===== config.mk =====
export PLATFORM = sky130hd
export DESIGN_NAME = vuart_csr_initiator_flat
export DESIGN_NICKNAME = d
export VERILOG_FILES = /design/src/rtl/ofs_fim_cfg_pkg.sv /design/src/rtl/vuart_csr_init_pkg.sv /design/src/rtl/ofs_fim_axi_lite_if.sv /design/src/rtl/vuart_csr_initiator_watchdog.sv /design/src/rtl/vuart_csr_initiator.sv /design/src/flat_wrapper.sv
export SDC_FILE = /design/constraint.sdc
export NUM_CORES = 1
export LEC_CHECK = 0
export ABC_CLOCK_PERIOD_IN_PS = 5450
export CORE_AREA = 2 2 145 147
export CTS_BUF_LIST = sky130_fd_sc_hd__clkbuf_16
export DETAILED_ROUTE_END_ITERATION = 7
export DIE_AREA = 0 0 147 149
export GPL_TIMING_DRIVEN = 0
export PLACE_DENSITY = 0.8
export SLEW_MARGIN = 10
export SYNTH_ARGS = -nofsm -noshare
export SYNTH_HDL_FRONTEND = slang
export SYNTH_HIERARCHICAL = 1
export SYNTH_SLANG_ARGS = --single-unit

===== constraint.sdc =====
create_clock -name clk_csr -period 5.45 [get_ports clk_csr]
set_clock_uncertainty 0.2 [all_clocks]
set_input_delay 0.8175 -clock clk_csr [delete_from_list [all_inputs] [get_ports clk_csr]]
set_output_delay 0.8175 -clock clk_csr [all_outputs]
set_load 0.05 [all_outputs]

===== src/rtl/ofs_fim_cfg_pkg.sv =====
// ofs_fim_cfg_pkg: FIM-wide MMIO bus widths shared by CSR masters and targets.
package ofs_fim_cfg_pkg;
    localparam int MMIO_ADDR_WIDTH = 20;
    localparam int MMIO_DATA_WIDTH = 64;
endpackage


===== src/rtl/vuart_csr_init_pkg.sv =====
// vuart_csr_init_pkg: state encoding, response codes and command record for the CSR initiator.
package vuart_csr_init_pkg;
    localparam int CMD_ADDR_W = ofs_fim_cfg_pkg::MMIO_ADDR_WIDTH;
    localparam int CMD_DATA_W = ofs_fim_cfg_pkg::MMIO_DATA_WIDTH;
    localparam int CMD_STRB_W = CMD_DATA_W / 8;

    localparam logic [1:0] RESP_OKAY   = 2'b00;
    localparam logic [1:0] RESP_SLVERR = 2'b10;

    typedef enum logic [2:0] {
        IDLE   = 3'd0,
        WR_REQ = 3'd1,
        WR_RSP = 3'd2,
        RD_REQ = 3'd3,
        RD_RSP = 3'd4,
        RESP   = 3'd5
    } csr_state_e;

    typedef struct packed {
        logic                  write;
        logic [CMD_ADDR_W-1:0] addr;
        logic [CMD_DATA_W-1:0] wdata;
        logic [CMD_STRB_W-1:0] wstrb;
    } csr_cmd_t;

    // True in the states where a bus transaction is outstanding and the watchdog runs.
    function automatic logic is_active(csr_state_e s);
        return (s == WR_REQ) || (s == WR_RSP) || (s == RD_REQ) || (s == RD_RSP);
    endfunction
endpackage


===== src/rtl/ofs_fim_axi_lite_if.sv =====
// ofs_fim_axi_lite_if: AXI4-lite bundle with master/slave views.
interface ofs_fim_axi_lite_if #(
    parameter int AWADDR_WIDTH = 20,
    parameter int WDATA_WIDTH  = 64,
    parameter int ARADDR_WIDTH = 20,
    parameter int RDATA_WIDTH  = 64
);
    logic                       awvalid;
    logic                       awready;
    logic [AWADDR_WIDTH-1:0]    awaddr;
    logic [2:0]                 awprot;
    logic                       wvalid;
    logic                       wready;
    logic [WDATA_WIDTH-1:0]     wdata;
    logic [WDATA_WIDTH/8-1:0]   wstrb;
    logic                       bvalid;
    logic                       bready;
    logic [1:0]                 bresp;
    logic                       arvalid;
    logic                       arready;
    logic [ARADDR_WIDTH-1:0]    araddr;
    logic [2:0]                 arprot;
    logic                       rvalid;
    logic                       rready;
    logic [RDATA_WIDTH-1:0]     rdata;
    logic [1:0]                 rresp;

    modport master (
        output awvalid, awaddr, awprot, wvalid, wdata, wstrb, bready,
               arvalid, araddr, arprot, rready,
        input  awready, wready, bvalid, bresp, arready, rvalid, rdata, rresp
    );

    modport slave (
        input  awvalid, awaddr, awprot, wvalid, wdata, wstrb, bready,
               arvalid, araddr, arprot, rready,
        output awready, wready, bvalid, bresp, arready, rvalid, rdata, rresp
    );
endinterface


===== src/rtl/vuart_csr_initiator_watchdog.sv =====
// csr_txn_watchdog: per-transaction cycle counter that flags expiry after TIMEOUT_CYCLES active cycles.
//   clk_i/rst_ni : clock, async active-low reset
//   start_i      : command accepted, restart count
//   clear_i      : transaction finished, zero count
//   run_i        : transaction outstanding, count this cycle
//   expire_o     : count has reached TIMEOUT_CYCLES-1 while running
module csr_txn_watchdog #(
    parameter int TIMEOUT_CYCLES = 4096
) (
    input  logic clk_i,
    input  logic rst_ni,
    input  logic start_i,
    input  logic clear_i,
    input  logic run_i,
    output logic expire_o
);
    localparam int CW = $clog2(TIMEOUT_CYCLES);

    logic [CW-1:0] cnt_q, cnt_d;

    assign expire_o = run_i && (cnt_q == CW'(TIMEOUT_CYCLES - 1));

    always_comb begin
        cnt_d = (start_i || clear_i) ? '0 : (run_i && !expire_o) ? cnt_q + CW'(1) : cnt_q;
    end

    always_ff @(posedge clk_i or negedge rst_ni) begin
        if (!rst_ni) cnt_q <= '0;
        else         cnt_q <= cnt_d;
    end
endmodule


===== src/rtl/vuart_csr_initiator.sv =====
// vuart_csr_initiator: single-outstanding command/response stream to AXI-lite CSR master with watchdog.
//   clk_csr, rst_n_csr        : CSR clock, async active-low reset
//   cmd_valid/ready/write/addr/wdata/wstrb : command channel (one in flight)
//   rsp_valid/is_read/rdata/resp/timeout  : one-cycle response pulse, no backpressure
//   stray_cnt                 : saturating count of discarded late B/R beats
//   csr_lite_if               : AXI-lite master port
module vuart_csr_initiator
    import vuart_csr_init_pkg::*;
#(
    parameter int ADDR_WIDTH     = ofs_fim_cfg_pkg::MMIO_ADDR_WIDTH,
    parameter int DATA_WIDTH     = ofs_fim_cfg_pkg::MMIO_DATA_WIDTH,
    parameter int WSTRB_WIDTH    = DATA_WIDTH / 8,
    parameter int TIMEOUT_CYCLES = 4096
) (
    input  logic                   clk_csr,
    input  logic                   rst_n_csr,
    input  logic                   cmd_valid,
    output logic                   cmd_ready,
    input  logic                   cmd_write,
    input  logic [ADDR_WIDTH-1:0]  cmd_addr,
    input  logic [DATA_WIDTH-1:0]  cmd_wdata,
    input  logic [WSTRB_WIDTH-1:0] cmd_wstrb,
    output logic                   rsp_valid,
    output logic                   rsp_is_read,
    output logic [DATA_WIDTH-1:0]  rsp_rdata,
    output logic [1:0]             rsp_resp,
    output logic                   rsp_timeout,
    output logic [7:0]             stray_cnt,
    ofs_fim_axi_lite_if.master     csr_lite_if
);
    csr_state_e            state_q, state_d;
    csr_cmd_t              cmd_q, cmd_d;
    logic                  awvalid_q, awvalid_d;
    logic                  wvalid_q, wvalid_d;
    logic                  arvalid_q, arvalid_d;
    logic                  bready_q, bready_d;
    logic                  rready_q, rready_d;
    logic                  cmd_ready_q, cmd_ready_d;
    logic                  rsp_valid_q, rsp_valid_d;
    logic                  rsp_is_read_q, rsp_is_read_d;
    logic [DATA_WIDTH-1:0] rsp_rdata_q, rsp_rdata_d;
    logic [1:0]            rsp_resp_q, rsp_resp_d;
    logic                  rsp_timeout_q, rsp_timeout_d;
    logic [7:0]            stray_q, stray_d;
    logic [8:0]            stray_sum;
    logic                  accept, aw_hs, w_hs, ar_hs, b_hs, r_hs;
    logic                  b_stray, r_stray, expire, force_to;

    assign accept  = cmd_valid && cmd_ready_q;
    assign aw_hs   = awvalid_q && csr_lite_if.awready;
    assign w_hs    = wvalid_q && csr_lite_if.wready;
    assign ar_hs   = arvalid_q && csr_lite_if.arready;
    assign b_hs    = bready_q && csr_lite_if.bvalid;
    assign r_hs    = rready_q && csr_lite_if.rvalid;
    // IDLE keeps both response readies high so late beats are drained and counted.
    assign b_stray = (state_q == IDLE) && b_hs;
    assign r_stray = (state_q == IDLE) && r_hs;

    csr_txn_watchdog #(
        .TIMEOUT_CYCLES (TIMEOUT_CYCLES)
    ) u_wdog (
        .clk_i    (clk_csr),
        .rst_ni   (rst_n_csr),
        .start_i  (accept),
        .clear_i  (state_q == RESP),
        .run_i    (is_active(state_q)),
        .expire_o (expire)
    );

    always_comb begin
        state_d       = state_q;
        cmd_d         = cmd_q;
        awvalid_d     = awvalid_q;
        wvalid_d      = wvalid_q;
        arvalid_d     = arvalid_q;
        rsp_is_read_d = rsp_is_read_q;
        rsp_rdata_d   = rsp_rdata_q;
        rsp_resp_d    = rsp_resp_q;
        rsp_timeout_d = rsp_timeout_q;
        force_to      = 1'b0;
        case (state_q)
            IDLE: if (accept) begin
                cmd_d.write = cmd_write;
                cmd_d.addr  = CMD_ADDR_W'(cmd_addr);
                cmd_d.wdata = CMD_DATA_W'(cmd_wdata);
                cmd_d.wstrb = CMD_STRB_W'(cmd_wstrb);
                state_d     = cmd_write ? WR_REQ : RD_REQ;
                awvalid_d   = cmd_write;
                wvalid_d    = cmd_write;
                arvalid_d   = !cmd_write;
            end
            WR_REQ: begin
                // AW and W retire independently; leave once both have gone.
                awvalid_d = awvalid_q && !aw_hs;
                wvalid_d  = wvalid_q && !w_hs;
                if (!awvalid_d && !wvalid_d) state_d = WR_RSP;
                else                         force_to = expire;
            end
            WR_RSP: if (b_hs) begin
                state_d       = RESP;
                rsp_is_read_d = 1'b0;
                rsp_rdata_d   = '0;
                rsp_resp_d    = csr_lite_if.bresp;
                rsp_timeout_d = 1'b0;
            end else force_to = expire;
            RD_REQ: if (ar_hs) begin
                arvalid_d = 1'b0;
                state_d   = RD_RSP;
            end else force_to = expire;
            RD_RSP: if (r_hs) begin
                state_d       = RESP;
                rsp_is_read_d = 1'b1;
                rsp_rdata_d   = csr_lite_if.rdata;
                rsp_resp_d    = csr_lite_if.rresp;
                rsp_timeout_d = 1'b0;
            end else force_to = expire;
            RESP:    state_d = IDLE;
            default: state_d = IDLE;
        endcase
        // Watchdog only fires when no handshake retired the current phase this cycle.
        if (force_to) begin
            state_d       = RESP;
            awvalid_d     = 1'b0;
            wvalid_d      = 1'b0;
            arvalid_d     = 1'b0;
            rsp_is_read_d = !cmd_q.write;
            rsp_rdata_d   = '0;
            rsp_resp_d    = RESP_SLVERR;
            rsp_timeout_d = 1'b1;
        end
        cmd_ready_d = (state_d == IDLE);
        bready_d    = (state_d == IDLE) || (state_d == WR_RSP);
        rready_d    = (state_d == IDLE) || (state_d == RD_RSP);
        rsp_valid_d = (state_d == RESP);
        stray_sum   = {1'b0, stray_q} + {8'd0, b_stray} + {8'd0, r_stray};
        stray_d     = stray_sum[8] ? 8'hFF : stray_sum[7:0];
    end

    always_ff @(posedge clk_csr or negedge rst_n_csr) begin
        if (!rst_n_csr) begin
            state_q       <= IDLE;
            cmd_q         <= '0;
            awvalid_q     <= 1'b0;
            wvalid_q      <= 1'b0;
            arvalid_q     <= 1'b0;
            bready_q      <= 1'b0;
            rready_q      <= 1'b0;
            cmd_ready_q   <= 1'b0;
            rsp_valid_q   <= 1'b0;
            rsp_is_read_q <= 1'b0;
            rsp_rdata_q   <= '0;
            rsp_resp_q    <= RESP_OKAY;
            rsp_timeout_q <= 1'b0;
            stray_q       <= '0;
        end else begin
            state_q       <= state_d;
            cmd_q         <= cmd_d;
            awvalid_q     <= awvalid_d;
            wvalid_q      <= wvalid_d;
            arvalid_q     <= arvalid_d;
            bready_q      <= bready_d;
            rready_q      <= rready_d;
            cmd_ready_q   <= cmd_ready_d;
            rsp_valid_q   <= rsp_valid_d;
            rsp_is_read_q <= rsp_is_read_d;
            rsp_rdata_q   <= rsp_rdata_d;
            rsp_resp_q    <= rsp_resp_d;
            rsp_timeout_q <= rsp_timeout_d;
            stray_q       <= stray_d;
        end
    end

    assign cmd_ready           = cmd_ready_q;
    assign rsp_valid           = rsp_valid_q;
    assign rsp_is_read         = rsp_is_read_q;
    assign rsp_rdata           = rsp_rdata_q;
    assign rsp_resp            = rsp_resp_q;
    assign rsp_timeout         = rsp_timeout_q;
    assign stray_cnt           = stray_q;
    assign csr_lite_if.awvalid = awvalid_q;
    assign csr_lite_if.awaddr  = ADDR_WIDTH'(cmd_q.addr);
    assign csr_lite_if.awprot  = 3'b000;
    assign csr_lite_if.wvalid  = wvalid_q;
    assign csr_lite_if.wdata   = DATA_WIDTH'(cmd_q.wdata);
    assign csr_lite_if.wstrb   = WSTRB_WIDTH'(cmd_q.wstrb);
    assign csr_lite_if.bready  = bready_q;
    assign csr_lite_if.arvalid = arvalid_q;
    assign csr_lite_if.araddr  = ADDR_WIDTH'(cmd_q.addr);
    assign csr_lite_if.arprot  = 3'b000;
    assign csr_lite_if.rready  = rready_q;
endmodule


===== src/flat_wrapper.sv =====
// flat-port wrapper written by rule: the top's interface ports become plain ports
module vuart_csr_initiator_flat import vuart_csr_init_pkg::*;
#(
    parameter int ADDR_WIDTH     = ofs_fim_cfg_pkg::MMIO_ADDR_WIDTH,
    parameter int DATA_WIDTH     = ofs_fim_cfg_pkg::MMIO_DATA_WIDTH,
    parameter int WSTRB_WIDTH    = DATA_WIDTH / 8,
    parameter int TIMEOUT_CYCLES = 4096
)
  (clk_csr, rst_n_csr, cmd_valid, cmd_ready, cmd_write, cmd_addr, cmd_wdata, cmd_wstrb, rsp_valid, rsp_is_read, rsp_rdata, rsp_resp, rsp_timeout, stray_cnt, csr_lite_if_awvalid, csr_lite_if_awaddr, csr_lite_if_awprot, csr_lite_if_wvalid, csr_lite_if_wdata, csr_lite_if_wstrb, csr_lite_if_bready, csr_lite_if_arvalid, csr_lite_if_araddr, csr_lite_if_arprot, csr_lite_if_rready, csr_lite_if_awready, csr_lite_if_wready, csr_lite_if_bvalid, csr_lite_if_bresp, csr_lite_if_arready, csr_lite_if_rvalid, csr_lite_if_rdata, csr_lite_if_rresp);
  ofs_fim_axi_lite_if #(.AWADDR_WIDTH((20)), .WDATA_WIDTH((64)), .ARADDR_WIDTH((20)), .RDATA_WIDTH((64))) csr_lite_if_i ();
  input  logic clk_csr;
  input  logic rst_n_csr;
  input  logic cmd_valid;
  output logic cmd_ready;
  input  logic cmd_write;
  input  logic [ADDR_WIDTH-1:0] cmd_addr;
  input  logic [DATA_WIDTH-1:0] cmd_wdata;
  input  logic [WSTRB_WIDTH-1:0] cmd_wstrb;
  output logic rsp_valid;
  output logic rsp_is_read;
  output logic [DATA_WIDTH-1:0] rsp_rdata;
  output logic [1:0] rsp_resp;
  output logic rsp_timeout;
  output logic [7:0] stray_cnt;
  output wire logic [$bits(csr_lite_if_i.awvalid)-1:0] csr_lite_if_awvalid;
  output wire logic [$bits(csr_lite_if_i.awaddr)-1:0] csr_lite_if_awaddr;
  output wire logic [$bits(csr_lite_if_i.awprot)-1:0] csr_lite_if_awprot;
  output wire logic [$bits(csr_lite_if_i.wvalid)-1:0] csr_lite_if_wvalid;
  output wire logic [$bits(csr_lite_if_i.wdata)-1:0] csr_lite_if_wdata;
  output wire logic [$bits(csr_lite_if_i.wstrb)-1:0] csr_lite_if_wstrb;
  output wire logic [$bits(csr_lite_if_i.bready)-1:0] csr_lite_if_bready;
  output wire logic [$bits(csr_lite_if_i.arvalid)-1:0] csr_lite_if_arvalid;
  output wire logic [$bits(csr_lite_if_i.araddr)-1:0] csr_lite_if_araddr;
  output wire logic [$bits(csr_lite_if_i.arprot)-1:0] csr_lite_if_arprot;
  output wire logic [$bits(csr_lite_if_i.rready)-1:0] csr_lite_if_rready;
  input wire logic [$bits(csr_lite_if_i.awready)-1:0] csr_lite_if_awready;
  input wire logic [$bits(csr_lite_if_i.wready)-1:0] csr_lite_if_wready;
  input wire logic [$bits(csr_lite_if_i.bvalid)-1:0] csr_lite_if_bvalid;
  input wire logic [$bits(csr_lite_if_i.bresp)-1:0] csr_lite_if_bresp;
  input wire logic [$bits(csr_lite_if_i.arready)-1:0] csr_lite_if_arready;
  input wire logic [$bits(csr_lite_if_i.rvalid)-1:0] csr_lite_if_rvalid;
  input wire logic [$bits(csr_lite_if_i.rdata)-1:0] csr_lite_if_rdata;
  input wire logic [$bits(csr_lite_if_i.rresp)-1:0] csr_lite_if_rresp;
  assign csr_lite_if_awvalid = csr_lite_if_i.awvalid;
  assign csr_lite_if_awaddr = csr_lite_if_i.awaddr;
  assign csr_lite_if_awprot = csr_lite_if_i.awprot;
  assign csr_lite_if_wvalid = csr_lite_if_i.wvalid;
  assign csr_lite_if_wdata = csr_lite_if_i.wdata;
  assign csr_lite_if_wstrb = csr_lite_if_i.wstrb;
  assign csr_lite_if_bready = csr_lite_if_i.bready;
  assign csr_lite_if_arvalid = csr_lite_if_i.arvalid;
  assign csr_lite_if_araddr = csr_lite_if_i.araddr;
  assign csr_lite_if_arprot = csr_lite_if_i.arprot;
  assign csr_lite_if_rready = csr_lite_if_i.rready;
  assign csr_lite_if_i.awready = csr_lite_if_awready;
  assign csr_lite_if_i.wready = csr_lite_if_wready;
  assign csr_lite_if_i.bvalid = csr_lite_if_bvalid;
  assign csr_lite_if_i.bresp = csr_lite_if_bresp;
  assign csr_lite_if_i.arready = csr_lite_if_arready;
  assign csr_lite_if_i.rvalid = csr_lite_if_rvalid;
  assign csr_lite_if_i.rdata = csr_lite_if_rdata;
  assign csr_lite_if_i.rresp = csr_lite_if_rresp;
  vuart_csr_initiator #(.ADDR_WIDTH(ADDR_WIDTH), .DATA_WIDTH(DATA_WIDTH), .WSTRB_WIDTH(WSTRB_WIDTH), .TIMEOUT_CYCLES(TIMEOUT_CYCLES)) u_core (.clk_csr(clk_csr), .rst_n_csr(rst_n_csr), .cmd_valid(cmd_valid), .cmd_ready(cmd_ready), .cmd_write(cmd_write), .cmd_addr(cmd_addr), .cmd_wdata(cmd_wdata), .cmd_wstrb(cmd_wstrb), .rsp_valid(rsp_valid), .rsp_is_read(rsp_is_read), .rsp_rdata(rsp_rdata), .rsp_resp(rsp_resp), .rsp_timeout(rsp_timeout), .stray_cnt(stray_cnt), .csr_lite_if(csr_lite_if_i));
endmodule

==> results.yml <==
sta:
  fin_crit_ns: 2.89
  tightest_slew_ns: 0.839
  setup_slack_ns: 2.56
  fmax_mhz: 346
  setup_violations: 0
  max-slew-margin-rel_pct: 44.1
  slew_viol_final: 0
  grt_setup_unrepaired: "no"
  finalCritPeriodShare_pct: 53.1
  holdWs_ns: 0.197
  fin_tns_setup_ns: 0
  hold_violations: 0
run_status:
  outcome: "complete, no violations"
yosys:
  ys_top_cells_by_area: "dfrtp_1 55%, nand2_1 13%, buf_4 11%, a32o_1 7.4%, buf_2 1.1%"
  synth-edff-count: 0
  synth_flop_cell: "dfrtp_1"
  yosys-top-cells-count: "306 x nand2_1, 191 x dfrtp_1, 129 x buf_4, 64 x a32o_1, 19 x buf_2"
  synth.avg_cell_area_um2: 10.1
  async_flop_share_pct: 100
  synth_cell_types: 53
  yosys.area.top_type: "dfrtp_1"
  syn_inst: 856
  synth_top_area_share_pct: 55.3
  netlist_area_um2: 8640
  ys_seq_area_share_pct: 55.3
  synth-seq-cells: 191
  yosys.cell_count.top_type: "nand2_1"
  yosys_warnings: 6
drt:
  drc: 0
  wirelength_mm: 25.1
  ant_nets: 0
  vias: 7353
  routed_via_density: 4.80
  dr.pass1.iters: 5
  post_drt_wl_per_cell_um: 16.4
  dr.first_iter.drc_count: 332
cts:
  cts_resized: 0
  cts_buffers: 17
  cts.sinks: 191
  clock_latency_ns: 0.43
  clk_pin_slew_ns: 0.08
  cts_tree: "yes"
  ctsRootBufferMaster: "clkbuf_16"
  hold_buffers: 0
  h-tree-depth: 4
  cts_buffer_depth: 2
  post-cts-setup-buffers: 0
floorplanning:
  start_util_pct: 42.0
  die_w_um: 147
  core_area_um2: 20600
  design.die.area_um2: 21900
  num_rows: 53
  die_height_um: 149
  io-pin-count: 370
place:
  gp_congestion: 0.800
  io_buffers: 363
  place_ws_ns: 2.35
  dpl.cell_count: 1500
  placed_area_um2: 12700
  hpwl_mm: 19.1
flow_run:
  maxCapViolCount: 0
power:
  sw_frac_of_total_pct: 47.0
  clockPowerShare_pct: 14.2
  pwr-share-comb_pct: 58.7
  p_per_area_nw_per_um2: 627
  p_int_w: 0.00440
  vdd.ir_drop.worst_mv: 0.306
  power_frac_seq_pct: 27.1
  power.net_switching_w: 0.00390
  p_leak_nw: 6.24
cells_and_area:
  num_antenna_cells: 0
  drive_gt1_share_pct: 16.1
  syn_to_final_growth_pct: 53.0
  nets: 1416
  layout.cells.non_filler: 1532
  fillCellCount: 1624
  final_cell_area_um2: 13200
setup_path:
  cp-start-kind: "flip-flop"
  critPathCaptureType: "flip-flop"
  required_ns: 5.56
  arrival_ns: 3.00
  crit_type: "reg2reg"
  path_max_fanout: 10
grt:
  grt-ovfl-total: 0
  grt_pass1_vias: 7406
  antenna_found_initial: 0
  grt_usage_pct: 22.8
  grt_max_degree: 98
  grt_pass1_wl_mm: 39.0
worst_hold_path:
  holdCritPathClass: "in2async"
-- path summary, 6_finish.rpt --
path | depth (start not counted) | endpoint | start | slack, ns
worst min-delay path | 1 | u_core/rsp_rdata[21]$_DFFE_PN0P_ | rst_n_csr | 0.20
worst max-delay path | 11 | u_core/rsp_rdata[57]$_DFFE_PN0P_ | u_core/state_q[0]$_DFF_PN0_ | 2.56
max in group asynchronous | 2 | u_core/csr_lite_if.wdata[32]$_DFFE_PN0P_ | rst_n_csr | 3.88
worst max register to register | 11 | u_core/rsp_rdata[57]$_DFFE_PN0P_ | u_core/state_q[0]$_DFF_PN0_ | 2.56
min in group clk_csr | 2 | u_core/csr_lite_if.wdata[43]$_DFFE_PN0P_ | u_core/csr_lite_if.wdata[43]$_DFFE_PN0P_ | 0.28
worst min register to register | 2 | u_core/csr_lite_if.wdata[43]$_DFFE_PN0P_ | u_core/csr_lite_if.wdata[43]$_DFFE_PN0P_ | 0.28
-- layout by cell type (no fill, tap or decap), drive strengths merged, types with 5 or more instances in the layout --
master and count:
clkbuf 31, clkdlybuf4s50 362, a32o 64, a21oi 7, o21ai 6, buf 156
nand2 306, inv 10, or3 6, nor2 17, o31ai 5, conb 6
nand3 14, dfrtp 191
-- layer usage --
layer	global-route usage, %	wire, um	vias to the layer above
met2	39.3	12700	292
met3	6.67	1980	36
met1	27.2	9830	3510
li1	-	-	3515
met5	0	0	-
met4	8.22	641	0
-- sequential cells by signal, indices dropped and copies added, names as in the netlist, 2 cells and up --
| register | cells |
|---|---|
| u_core/csr_lite_if.araddr | 20 |
| u_core/rsp_rdata | 64 |
| u_core/u_wdog/cnt_q | 12 |
| u_core/stray_cnt | 8 |
| u_core/state_q | 3 |
| u_core/rsp_resp | 2 |
| u_core/csr_lite_if.wstrb | 8 |
| u_core/csr_lite_if.wdata | 64 |
-- kinds of logic after synthesis --
| logic type | Yosys count | share of synthesized area (%) |
|---|---|---|
| AND/OR/NAND/NOR | 378 | 18.4 |
| flip-flops | 191 | 55.3 |
| buffers and inverters | 171 | 13.8 |
| AO/OA/AOI/OAI | 101 | 10.7 |
| XOR/XNOR | 7 | 0.709 |
| multiplexers | 4 | 0.492 |
| adder cells (fa/ha/maj) | 3 | 0.521 |
| other | 1 | 0.0434 |
-- layout make-up --
class	count	area [um2]	area share, %
sequential	191	4780	36.1
timing repair buffer	364	3670	27.7
multi-input combinational	499	2690	20.3
buffer	168	1180	8.95
clock buffer	17	425	3.22
tap	275	344	2.60
clock inverter	15	129	0.974
inverter	3	11.3	0.0851
-- power by group through the flow --
stage	Combinational [W]	Clock (W)	Sequential, W
after floorplan	0.00278	0	0.00281
after global placement	0.00483	0	0.00226
after detailed placement	0.00489	0	0.00227
after CTS	0.00491	0.00122	0.00225
after global routing	0.00511	0.00128	0.00231
final	0.00486	0.00118	0.00225
-- per-stage QoR --
stage                     power, W  util, %
final                      0.00829     64.3
after global routing       0.00870     64.3
after CTS                  0.00837     64.3
after detailed placement   0.00717     61.6
after global placement     0.00709     61.5
after floorplan            0.00559        -
-- worst max-delay path: stages (launching register included) --
cell and delay, ns:
dfrtp_1 0.43, buf_2 0.20, o21ai_1 0.17, and2_1 0.25
nand4_1 0.28, nor3_1 0.25, nand3_1 0.10, a31o_1 0.22
buf_6 0.14, buf_6 0.14, buf_6 0.14, a32o_1 0.25
Note: power is estimated with default switching activity, not from simulation.
